### config.mk
export PLATFORM = sky130hd
export DESIGN_NAME = moore_seq_gen
export DESIGN_NICKNAME = d
export VERILOG_FILES = /design/src/rtl/moore_seq_pkg.sv /design/src/rtl/moore_seq_dwell.sv /design/src/rtl/moore_seq_gen.sv
export SDC_FILE = /design/constraint.sdc
export NUM_CORES = 1
export LEC_CHECK = 0
export ABC_AREA = 1
export ABC_CLOCK_PERIOD_IN_PS = 3600
export CORE_ASPECT_RATIO = 0.9
export CORE_MARGIN = 1
export CORE_UTILIZATION = 54
export CTS_CLUSTER_SIZE = 8
export DETAILED_ROUTE_END_ITERATION = 8
export PLACE_DENSITY = 0.94
export SLEW_MARGIN = 20
export SYNTH_ARGS = -nofsm -noshare
export SYNTH_HDL_FRONTEND = slang
export SYNTH_SLANG_ARGS = --single-unit
### constraint.sdc
create_clock -name clk -period 3.6 [get_ports clk]
set_clock_uncertainty 0.15 [all_clocks]
set_input_delay 0.54 -clock clk [delete_from_list [all_inputs] [get_ports clk]]
set_output_delay 0.54 -clock clk [all_outputs]
set_load 0.05 [all_outputs]
### src/rtl/moore_seq_pkg.sv
// Shared definitions for the Moore sequence generator: direction encoding
// and the wrapping next-index helpers used by the state update.
package moore_seq_pkg;

  typedef enum logic {
    DIR_UP   = 1'b0,
    DIR_DOWN = 1'b1
  } dir_e;

  // Next state index in a ring of num entries, stepping by +1 or -1.
  function automatic int unsigned next_index(input int unsigned idx,
                                             input int unsigned num,
                                             input dir_e        d);
    int unsigned nxt;
    if (d == DIR_UP) begin
      nxt = (idx == num - 1) ? 0 : idx + 1;
    end else begin
      nxt = (idx == 0) ? num - 1 : idx - 1;
    end
    return nxt;
  endfunction

  // True when stepping from idx in direction d crosses the ring boundary.
  function automatic logic is_wrap(input int unsigned idx,
                                   input int unsigned num,
                                   input dir_e        d);
    logic w;
    if (d == DIR_UP) begin
      w = (idx == num - 1);
    end else begin
      w = (idx == 0);
    end
    return w;
  endfunction

endpackage

### src/rtl/moore_seq_dwell.sv
// Dwell counter for moore_seq_gen: holds each state for dwell_cfg extra
// enabled cycles and flags when the sequence may advance.
module moore_seq_dwell
  import moore_seq_pkg::*;
#(
  parameter int unsigned DWELL_W = 4
) (
  input  logic               clk,
  input  logic               reset,
  input  logic               en,
  input  logic               load,
  input  logic [DWELL_W-1:0] dwell_cfg,
  output logic               adv_ok
);

  logic [DWELL_W-1:0] count;

  assign adv_ok = en && (count == dwell_cfg);

  // Restart the dwell on any state change (advance or jump).
  always_ff @(posedge clk) begin
    if (reset || load || adv_ok) begin
      count <= '0;
    end else if (en) begin
      count <= count + DWELL_W'(1);
    end
  end

endmodule

### src/rtl/moore_seq_gen.sv
// Programmable Moore sequence generator: a ring of NUM_STATES states, each
// driving a writable output pattern. Define MOORE_SEQ_DWELL_EN for dwell mode.
module moore_seq_gen
  import moore_seq_pkg::*;
#(
  parameter  int unsigned NUM_STATES = 4,
  parameter  int unsigned OUT_W      = 8,
  parameter  int unsigned DWELL_W    = 4,
  localparam int unsigned SW         = $clog2(NUM_STATES)
) (
  input  logic               clk,
  input  logic               reset,
  input  logic               en,
  input  logic               dir,
  input  logic               load,
  input  logic [SW-1:0]      load_state,
  input  logic               pat_we,
  input  logic [SW-1:0]      pat_addr,
  input  logic [OUT_W-1:0]   pat_data,
  input  logic [DWELL_W-1:0] dwell_cfg,
  output logic [OUT_W-1:0]   out,
  output logic [SW-1:0]      state,
  output logic               wrap
);

  if (NUM_STATES < 2 || NUM_STATES > 256) begin : g_bad_num_states
    $error("moore_seq_gen: NUM_STATES must be in 2..256");
  end

  // One extra bit so the index range check also works for power-of-two sizes.
  localparam logic [SW:0] NS_EXT = (SW + 1)'(NUM_STATES);

  logic [OUT_W-1:0] pat [NUM_STATES];
  logic [SW-1:0]    state_nxt;
  logic             wrap_nxt;
  logic             adv;
  logic             load_ok;
  logic             addr_ok;

  assign load_ok = ({1'b0, load_state} < NS_EXT);
  assign addr_ok = ({1'b0, pat_addr} < NS_EXT);

`ifdef MOORE_SEQ_DWELL_EN
  moore_seq_dwell #(
    .DWELL_W(DWELL_W)
  ) u_dwell (
    .clk      (clk),
    .reset    (reset),
    .en       (en),
    .load     (load),
    .dwell_cfg(dwell_cfg),
    .adv_ok   (adv)
  );
`else
  logic unused_dwell_cfg;
  assign unused_dwell_cfg = ^dwell_cfg;
  assign adv = en;
`endif

  // Jump beats advance; wrap only pulses on a real boundary crossing.
  always_comb begin
    state_nxt = state;
    wrap_nxt  = 1'b0;
    if (load) begin
      state_nxt = load_ok ? load_state : '0;
    end else if (adv) begin
      state_nxt = SW'(next_index(32'(state), NUM_STATES, dir_e'(dir)));
      wrap_nxt  = is_wrap(32'(state), NUM_STATES, dir_e'(dir));
    end
  end

  always_ff @(posedge clk) begin
    if (reset) begin
      state <= '0;
      wrap  <= 1'b0;
      for (int i = 0; i < int'(NUM_STATES); i++) begin
        pat[i] <= OUT_W'(i);
      end
    end else begin
      state <= state_nxt;
      wrap  <= wrap_nxt;
      if (pat_we && addr_ok) begin
        pat[pat_addr] <= pat_data;
      end
    end
  end

  // Output is a pure function of registered state and table contents.
  assign out = pat[state];

endmodule

==> results of run 1 <==
-- worst max-delay path, cell delays in order (launching register included) --
cell	delay, ns
sky130_fd_sc_hd__dfxtp_1	0.69
sky130_fd_sc_hd__o21ai_0	0.23
sky130_fd_sc_hd__o22ai_1	0.24
sky130_fd_sc_hd__clkdlybuf4s50_1	0.84
-- worst paths after layout --
kind | to | slack [ns] | cells after the start
max | out[0] | 0.56 | 3
min | state[0] | 0.54 | 3
min reg2reg | state[0] | 0.54 | 3
max reg2reg | state[1] | 2.15 | 6
-- per-stage QoR --
| step | total power [mW] | instance area (sq um) |
|---|---|---|
| 3_5_place_dp | 0.699 | 1980 |
| 5_1_grt | 1.08 | 2080 |
| 2_1_floorplan | 0.628 | 1660 |
| 6_report | 1.05 | 2080 |
| 4_1_cts | 1.05 | 2080 |
| 3_3_place_gp | 0.692 | 1980 |
-- layout make-up --
type / instances / area (sq um) / area share (%)
multi-input combinational: 101 / 499 / 24.0
timing repair buffer: 28 / 280 / 13.5
clock inverter: 3 / 65.1 / 3.12
inverter: 24 / 90.1 / 4.32
tap: 40 / 50.0 / 2.40
clock buffer: 5 / 37.5 / 1.80
sequential: 37 / 1060 / 50.9
-- sequential cells by signal, indices dropped and copies added (netlist names), named ones only --
| signal | count |
|---|---|
| state | 2 |
| pat | 32 |
| wrap | 1 |
-- power groups by stage --
stage               registers (mW)  clock network (mW)  logic [mW]
global route                 0.516               0.375       0.194
detailed placement           0.522                   0       0.177
global placement             0.519                   0       0.173
floorplan                    0.521                   0       0.106
CTS                          0.512               0.356       0.181
finish                       0.512               0.358       0.181
-- cells by family (layout without fill, tap and decap cells) --
logic type                 after synthesis  in the layout
adders and majority gates                2              2
AOI/OAI and AO/OA                       29             29
DFF                                     37             37
and+or+nand+nor                         70             70
buffers and inverters                   26             60
-- layout by cell type (no fill, tap or decap), types with 2 or more instances in the layout --
cell / synthesis / final
sky130_fd_sc_hd__nand2_1: 20 / 20
sky130_fd_sc_hd__a21oi_1: 3 / 3
sky130_fd_sc_hd__ha_1: 2 / 2
sky130_fd_sc_hd__o21ai_0: 16 / 16
sky130_fd_sc_hd__edfxtp_1: 32 / 32
sky130_fd_sc_hd__o22ai_1: 8 / 8
sky130_fd_sc_hd__bufinv_16: 0 / 2
sky130_fd_sc_hd__nand2_4: 2 / 2
sky130_fd_sc_hd__clkbuf_4: 0 / 5
sky130_fd_sc_hd__clkdlybuf4s50_1: 0 / 28
sky130_fd_sc_hd__dfxtp_1: 5 / 5
sky130_fd_sc_hd__inv_1: 23 / 23
sky130_fd_sc_hd__nand3_1: 4 / 4
sky130_fd_sc_hd__nor2_1: 39 / 39
sky130_fd_sc_hd__a21boi_0: 2 / 2
-- routing by layer --
layer	wire, microns	global-route usage [%]	vias to the layer above
met5	0	0	-
met4	42	12.1	0
met3	328	8.98	7
met2	2020	46.7	65
met1	1340	28.7	588
li1	-	-	617
==> impl_metrics.prom, run 1 <==
# TYPE chip_impl_metric gauge
chip_impl_info{name="run_status",value="finished clean"} 1
chip_impl_metric{name="cts_made_buffers",unit=""} 5
chip_impl_info{name="source_of_the_worst_hold_timing_path",value="state[0]"} 1
chip_impl_info{name="postSynth.topFlopCell",value="sky130_fd_sc_hd__edfxtp_1"} 1
chip_impl_metric{name="irDropWorstVdd",unit="mV"} 0.292
chip_impl_metric{name="final_cell_count_no_fill",unit=""} 238
chip_impl_metric{name="grt_start_max_net_pins",unit=""} 18
chip_impl_info{name="commonest_cells_post_synth",value="39 x sky130_fd_sc_hd__nor2_1, 32 x sky130_fd_sc_hd__edfxtp_1, 23 x sky130_fd_sc_hd__inv_1"} 1
chip_impl_metric{name="critical_path_maximum_fanout",unit=""} 17
chip_impl_metric{name="die_width",unit="microns"} 60.5
chip_impl_metric{name="ys_seq_elements",unit=""} 37
chip_impl_metric{name="gp_congestion",unit=""} 0.819
chip_impl_metric{name="synth_compound_area_share",unit="%"} 9.63
chip_impl_metric{name="synthXorXnorAreaFrac",unit="%"} 0
chip_impl_metric{name="drt-wirelength-per-cell",unit="microns"} 15.7
chip_impl_metric{name="p_switching",unit="mW"} 0.278
chip_impl_metric{name="yosys_warnings",unit=""} 0
chip_impl_metric{name="drt-vias-per-instance",unit=""} 5.37
chip_impl_metric{name="path_clk_slew",unit="ns"} 0.12
chip_impl_metric{name="yosys.area_share.simple",unit="%"} 18.9
chip_impl_info{name="holdCritPathClass",value="reg -> reg"} 1
chip_impl_metric{name="seq_power_share",unit="%"} 48.7
chip_impl_metric{name="timing.critical_path.arrival",unit="ns"} 2.35
chip_impl_info{name="largest_family_of_logic_cells_by_synthesized_area",value="simple AND/OR/NAND/NOR gates"} 1
chip_impl_metric{name="grt-ovfl-total",unit=""} 0
chip_impl_metric{name="tns",unit="ns"} 0
chip_impl_info{name="rsz0062_at_grt",value="no"} 1
chip_impl_metric{name="slew_headroom",unit="%"} 62.9
chip_impl_metric{name="pre_cts_slack",unit="ns"} 0.959
chip_impl_metric{name="power_leakage",unit="nW"} 0.856
chip_impl_metric{name="synth-adder-area-share",unit="%"} 1.50
chip_impl_metric{name="netlist_area",unit="sq um"} 1660
chip_impl_info{name="criticalPathCategory",value="reg -> out"} 1
chip_impl_metric{name="cts_repair_resize_count",unit=""} 0
chip_impl_metric{name="top_level_ports",unit=""} 33
chip_impl_metric{name="cts-hold-fix-buffers",unit=""} 0
chip_impl_metric{name="fill_cells",unit=""} 218
chip_impl_metric{name="unique_masters_post_synth",unit=""} 20
chip_impl_metric{name="std_cell_rows",unit=""} 18
chip_impl_metric{name="worst_path_required",unit="ns"} 2.91
chip_impl_metric{name="synth_nets",unit=""} 188
chip_impl_metric{name="dp_hpwl",unit="mm"} 2.40
chip_impl_info{name="synthMostInstantiatedCell",value="sky130_fd_sc_hd__nor2_1"} 1
chip_impl_metric{name="cts_buffer_depth",unit=""} 2
chip_impl_metric{name="power.switching_fraction",unit="%"} 26.4
chip_impl_metric{name="fp.coreArea",unit="sq um"} 2840
chip_impl_metric{name="detail_route.iter0.violations",unit=""} 59
chip_impl_metric{name="insertion_delay",unit="ns"} 0.34
chip_impl_metric{name="timing_max_transition_violations_final",unit=""} 0
chip_impl_info{name="worst_reg2reg_path_startpoint",value="state[0]"} 1
chip_impl_metric{name="syn_avg_cell_area",unit="sq um"} 10.1
chip_impl_metric{name="finish.utilization",unit="%"} 73.4
chip_impl_info{name="synth.area.top_cells",value="sky130_fd_sc_hd__edfxtp_1 58%, sky130_fd_sc_hd__nor2_1 8.8%, sky130_fd_sc_hd__dfxtp_1 6.0%"} 1
chip_impl_metric{name="period_needed",unit="ns"} 3.04
chip_impl_metric{name="dr_total_vias",unit=""} 1277
chip_impl_metric{name="worst_slew_pin_slew",unit="ns"} 0.555
chip_impl_metric{name="synth.area.mux_share",unit="%"} 0
chip_impl_metric{name="cts_setup_buffers",unit=""} 0
chip_impl_info{name="critical_path_launch_point_type",value="register"} 1
chip_impl_metric{name="cap_violations",unit=""} 0
chip_impl_metric{name="dieHeight",unit="microns"} 54.6
chip_impl_metric{name="synth_cells",unit=""} 164
chip_impl_metric{name="report.final.hold_viol_count",unit=""} 0
chip_impl_metric{name="worst_hold_margin",unit="ns"} 0.542
chip_impl_metric{name="htree_levels",unit=""} 2
chip_impl_metric{name="post_route_cells_drive_above_1_share",unit="%"} 7.58
chip_impl_metric{name="power_density",unit="nW/um^2"} 505
chip_impl_metric{name="antenna_left",unit=""} 0
chip_impl_metric{name="combinationalPowerShare",unit="%"} 17.2
chip_impl_metric{name="internal_power",unit="mW"} 0.774
chip_impl_metric{name="drtPass1Iterations",unit=""} 4
chip_impl_metric{name="clock-sinks",unit=""} 37
chip_impl_info{name="critical_path_endpoint_category",value="output port"} 1
chip_impl_metric{name="post-route-drc-count",unit=""} 0
chip_impl_metric{name="synthToLayoutAreaGrowth",unit="%"} 25.3
chip_impl_metric{name="antenna_violations_before_repair",unit=""} 0
chip_impl_metric{name="design.die.area",unit="sq um"} 3310
chip_impl_metric{name="setup_viol",unit=""} 0
chip_impl_info{name="synth_largest_area_cell",value="sky130_fd_sc_hd__edfxtp_1"} 1
chip_impl_metric{name="numPortBuffers",unit=""} 28
chip_impl_metric{name="postLayoutSetupSlackWorst",unit="ns"} 0.558
chip_impl_metric{name="first_global_vias",unit=""} 1326
chip_impl_metric{name="insertedDiodeCount",unit=""} 0
chip_impl_metric{name="postRouteWirelength",unit="mm"} 3.73
chip_impl_metric{name="seq_area_frac_synth",unit="%"} 63.8
chip_impl_metric{name="num-nets-final",unit=""} 221
chip_impl_metric{name="postSynth.asyncResetShare",unit="%"} 0
chip_impl_info{name="tritoncts",value="yes"} 1
chip_impl_metric{name="initial_standard_cell_utilization_of_the_core",unit="%"} 58.6
chip_impl_metric{name="clockPowerShare",unit="%"} 34.1
chip_impl_metric{name="synth_enable_flop_cells",unit=""} 32
chip_impl_metric{name="first_pass_grt_wire_length",unit="mm"} 5.79
chip_impl_info{name="cts.root.buffer_cell",value="sky130_fd_sc_hd__clkbuf_4"} 1
chip_impl_metric{name="aggregate_global_route_resource_usage",unit="%"} 26.4
chip_impl_metric{name="placedCellCount",unit=""} 230
chip_impl_metric{name="synth_top_cell_area_share",unit="%"} 57.8
chip_impl_metric{name="layout_worst_path_cycle_share",unit="%"} 84.5
chip_impl_metric{name="achievable-frequency",unit="GHz"} 0.329
Note: power is estimated with default switching activity, not from simulation.
==> run 2: changes to the inputs <==
Settings changed: ABC_CLOCK_PERIOD_IN_PS 3600 to 2510, CORE_UTILIZATION 54 to 45, PLACE_DENSITY 0.94 to 0.85.
Clock period 3.6 ns to 2.51 ns, I/O delays scaled along.
==> run 2 against run 1 <==
  * Worst setup slack worse by 0.33 ns
  * Routed wire length down 12%
  * Register-to-register slack got worse by 0.98 ns
  * Count of clock-buffer cells in the layout rose by 2
  * Clock power grew 50%
  * Global-route usage down 6.2 points
  * Power is 45% higher
  * Core utilization fell by 11 points
  * Via count is 3.1% lower
  * Non-clock buffer count grew 7
  * Highest routed layer unchanged
  * Combinational power grew 40%
  * Sequential share of layout area shrank 1.5 points
==> impl_metrics.prom, run 2 (same netlist as run 1, synthesis figures left out) <==
# TYPE chip_impl_metric gauge
chip_impl_metric{name="insertedDiodeCount",unit=""} 0
chip_impl_metric{name="cap_violations",unit=""} 0
chip_impl_metric{name="dieHeight",unit="microns"} 59.7
chip_impl_metric{name="numPortBuffers",unit=""} 28
chip_impl_metric{name="first_pass_grt_wire_length",unit="mm"} 5.48
chip_impl_metric{name="dp_hpwl",unit="mm"} 2.24
chip_impl_metric{name="fp.coreArea",unit="sq um"} 3450
chip_impl_info{name="most-common-layout-cells",value="39 x sky130_fd_sc_hd__nor2_1, 32 x sky130_fd_sc_hd__edfxtp_1, 23 x sky130_fd_sc_hd__inv_1, 20 x sky130_fd_sc_hd__nand2_1, 20 x sky130_fd_sc_hd__clkdlybuf4s50_1"} 1
chip_impl_info{name="criticalPathCategory",value="reg -> out"} 1
chip_impl_info{name="critical_path_launch_point_type",value="register"} 1
chip_impl_metric{name="worst_path_largest_cell_delay",unit="ns"} 0.54
chip_impl_metric{name="insertion_delay",unit="ns"} 0.29
chip_impl_metric{name="cts_made_buffers",unit=""} 5
chip_impl_info{name="max_flop_register",value="pat"} 1
chip_impl_info{name="tritoncts",value="yes"} 1
chip_impl_metric{name="worst_path_required",unit="ns"} 1.98
chip_impl_metric{name="setup_viol",unit=""} 0
chip_impl_metric{name="period_needed",unit="ns"} 2.29
chip_impl_info{name="crit_path_cells",value="inv_1 -> o21ai_0 -> o22ai_1 -> dlygate4sd2_1"} 1
chip_impl_metric{name="layout.cell_area.non_filler",unit="sq um"} 2150
chip_impl_metric{name="sequential_cell_area",unit="sq um"} 1060
chip_impl_metric{name="irDropWorstVdd",unit="mV"} 0.437
chip_impl_metric{name="design.die.area",unit="sq um"} 3940
chip_impl_metric{name="drt-wirelength-per-cell",unit="microns"} 13.2
chip_impl_info{name="holdCritPathClass",value="reg -> reg"} 1
chip_impl_info{name="run_status",value="finished clean"} 1
chip_impl_metric{name="layout_worst_path_cycle_share",unit="%"} 91.1
chip_impl_metric{name="worst_slew_pin_slew",unit="ns"} 0.496
chip_impl_metric{name="path_clk_slew",unit="ns"} 0.07
chip_impl_metric{name="first_global_vias",unit=""} 1188
chip_impl_info{name="critical-path-slowest-cell",value="sky130_fd_sc_hd__dlygate4sd2_1"} 1
chip_impl_metric{name="largest_reg_flops",unit=""} 32
chip_impl_metric{name="initial_standard_cell_utilization_of_the_core",unit="%"} 48.2
chip_impl_info{name="layout.cells.most_common",value="sky130_fd_sc_hd__nor2_1"} 1
chip_impl_metric{name="area_occupied_by_multi_input_gates",unit="sq um"} 499
chip_impl_metric{name="achievable-frequency",unit="GHz"} 0.438
chip_impl_info{name="cts.root.buffer_cell",value="sky130_fd_sc_hd__clkbuf_8"} 1
chip_impl_metric{name="std_cell_rows",unit=""} 20
chip_impl_metric{name="grt-ovfl-total",unit=""} 0
chip_impl_metric{name="synthToLayoutAreaGrowth",unit="%"} 29.3
chip_impl_metric{name="grt_start_max_net_pins",unit=""} 15
chip_impl_metric{name="timing_max_transition_violations_final",unit=""} 0
chip_impl_metric{name="power_leakage",unit="nW"} 0.908
chip_impl_metric{name="slew_headroom",unit="%"} 66.9
chip_impl_metric{name="detail_route.iter0.violations",unit=""} 72
chip_impl_metric{name="tns",unit="ns"} 0
chip_impl_metric{name="htree_levels",unit=""} 2
chip_impl_metric{name="power_density",unit="nW/um^2"} 708
chip_impl_metric{name="top_level_ports",unit=""} 33
chip_impl_metric{name="num-nets-final",unit=""} 228
chip_impl_metric{name="post_route_cells_drive_above_1_share",unit="%"} 13.7
chip_impl_metric{name="cts_buffer_depth",unit=""} 2
chip_impl_metric{name="postRouteWirelength",unit="mm"} 3.28
chip_impl_info{name="critical_path_endpoint_category",value="output port"} 1
chip_impl_info{name="rsz0062_at_grt",value="no"} 1
chip_impl_metric{name="antenna_left",unit=""} 0
chip_impl_metric{name="fill_cells",unit=""} 276
chip_impl_metric{name="antenna_violations_before_repair",unit=""} 0
chip_impl_metric{name="dr_total_vias",unit=""} 1237
chip_impl_metric{name="post-route-drc-count",unit=""} 0
chip_impl_metric{name="clock-sinks",unit=""} 37
chip_impl_metric{name="pre_cts_slack",unit="ns"} 0.185
chip_impl_metric{name="critical_path_maximum_fanout",unit=""} 9
chip_impl_metric{name="aggregate_global_route_resource_usage",unit="%"} 20.1
chip_impl_metric{name="gp_congestion",unit=""} 0.760
chip_impl_metric{name="detailed_place.area",unit="sq um"} 2030
chip_impl_metric{name="cts_setup_buffers",unit=""} 0
chip_impl_metric{name="postLayoutSetupSlackWorst",unit="ns"} 0.224
chip_impl_metric{name="die_width",unit="microns"} 66.1
chip_impl_metric{name="timing.critical_path.arrival",unit="ns"} 1.76
chip_impl_metric{name="drtPass1Iterations",unit=""} 4
chip_impl_metric{name="report.power.total",unit="mW"} 1.52
chip_impl_metric{name="report.final.hold_viol_count",unit=""} 0
chip_impl_metric{name="drt-vias-per-instance",unit=""} 4.97
chip_impl_info{name="top_regs",value="pat (32), state (2), wrap (1)"} 1
==> run 2: report_power, final <==
part / leakage, nW / internal, mW / switching (mW)
Sequential: 0.353 / 0.713 / 0.0195
Combinational: 0.490 / 0.0864 / 0.168
Clock: 0.0651 / 0.320 / 0.217
==> run 2: path summary, 6_finish.rpt <==
kind | startpoint | endpoint | slack (ns) | cells past startpoint
worst min register to register | state[1] | state[1] | 0.52 | 2
worst min-delay path | state[1] | state[1] | 0.52 | 2
worst max-delay path | register | out[6] | 0.22 | 4
worst max register to register | state[0] | register | 1.17 | 6
==> run 2: critical path: cells and delay by family (launching register included) <==
family | cells | cell delay [ns]
buffers and inverters | 2 | 0.78
flip-flops | 1 | 0.41
AO/OA/AOI/OAI | 2 | 0.28
==> run 2: routing by layer <==
metal  vias up  global-route usage, %  wire [microns]
met5         -                      0               0
li1        627                      -               -
met1       552                   23.1            1300
met2        50                   33.8            1650
met3         8                   5.53             241
met4         0                   12.2              89
==> run 2: final cells by class <==
| class | instances | share of cell area [%] |
|---|---|---|
| flip-flops and latches | 37 | 49.4 |
| clock inverters | 1 | 0.407 |
| repair buffers | 35 | 14.7 |
| well taps | 44 | 2.56 |
| inverters | 24 | 4.19 |
| clock buffers | 7 | 5.53 |
| multi-input cells | 101 | 23.2 |
==> run 2: timing repair <==
| action | CTS | global route |
|---|---|---|
| setup endpoints to repair | 3 | 0 |
| hold buffers | 0 | 0 |
| gates resized for setup | 4 | 0 |
==> run 2: metrics by stage <==
step / cells / hold slack [ns] / utilization, %
after floorplan: 164 / 0.305 / -
after global placement: 241 / 0.503 / 58.7
after CTS: 249 / 0.517 / 62.3
after detailed placement: 241 / 0.499 / 58.7
after global routing: 249 / 0.541 / 62.3
final: 249 / 0.519 / 62.3
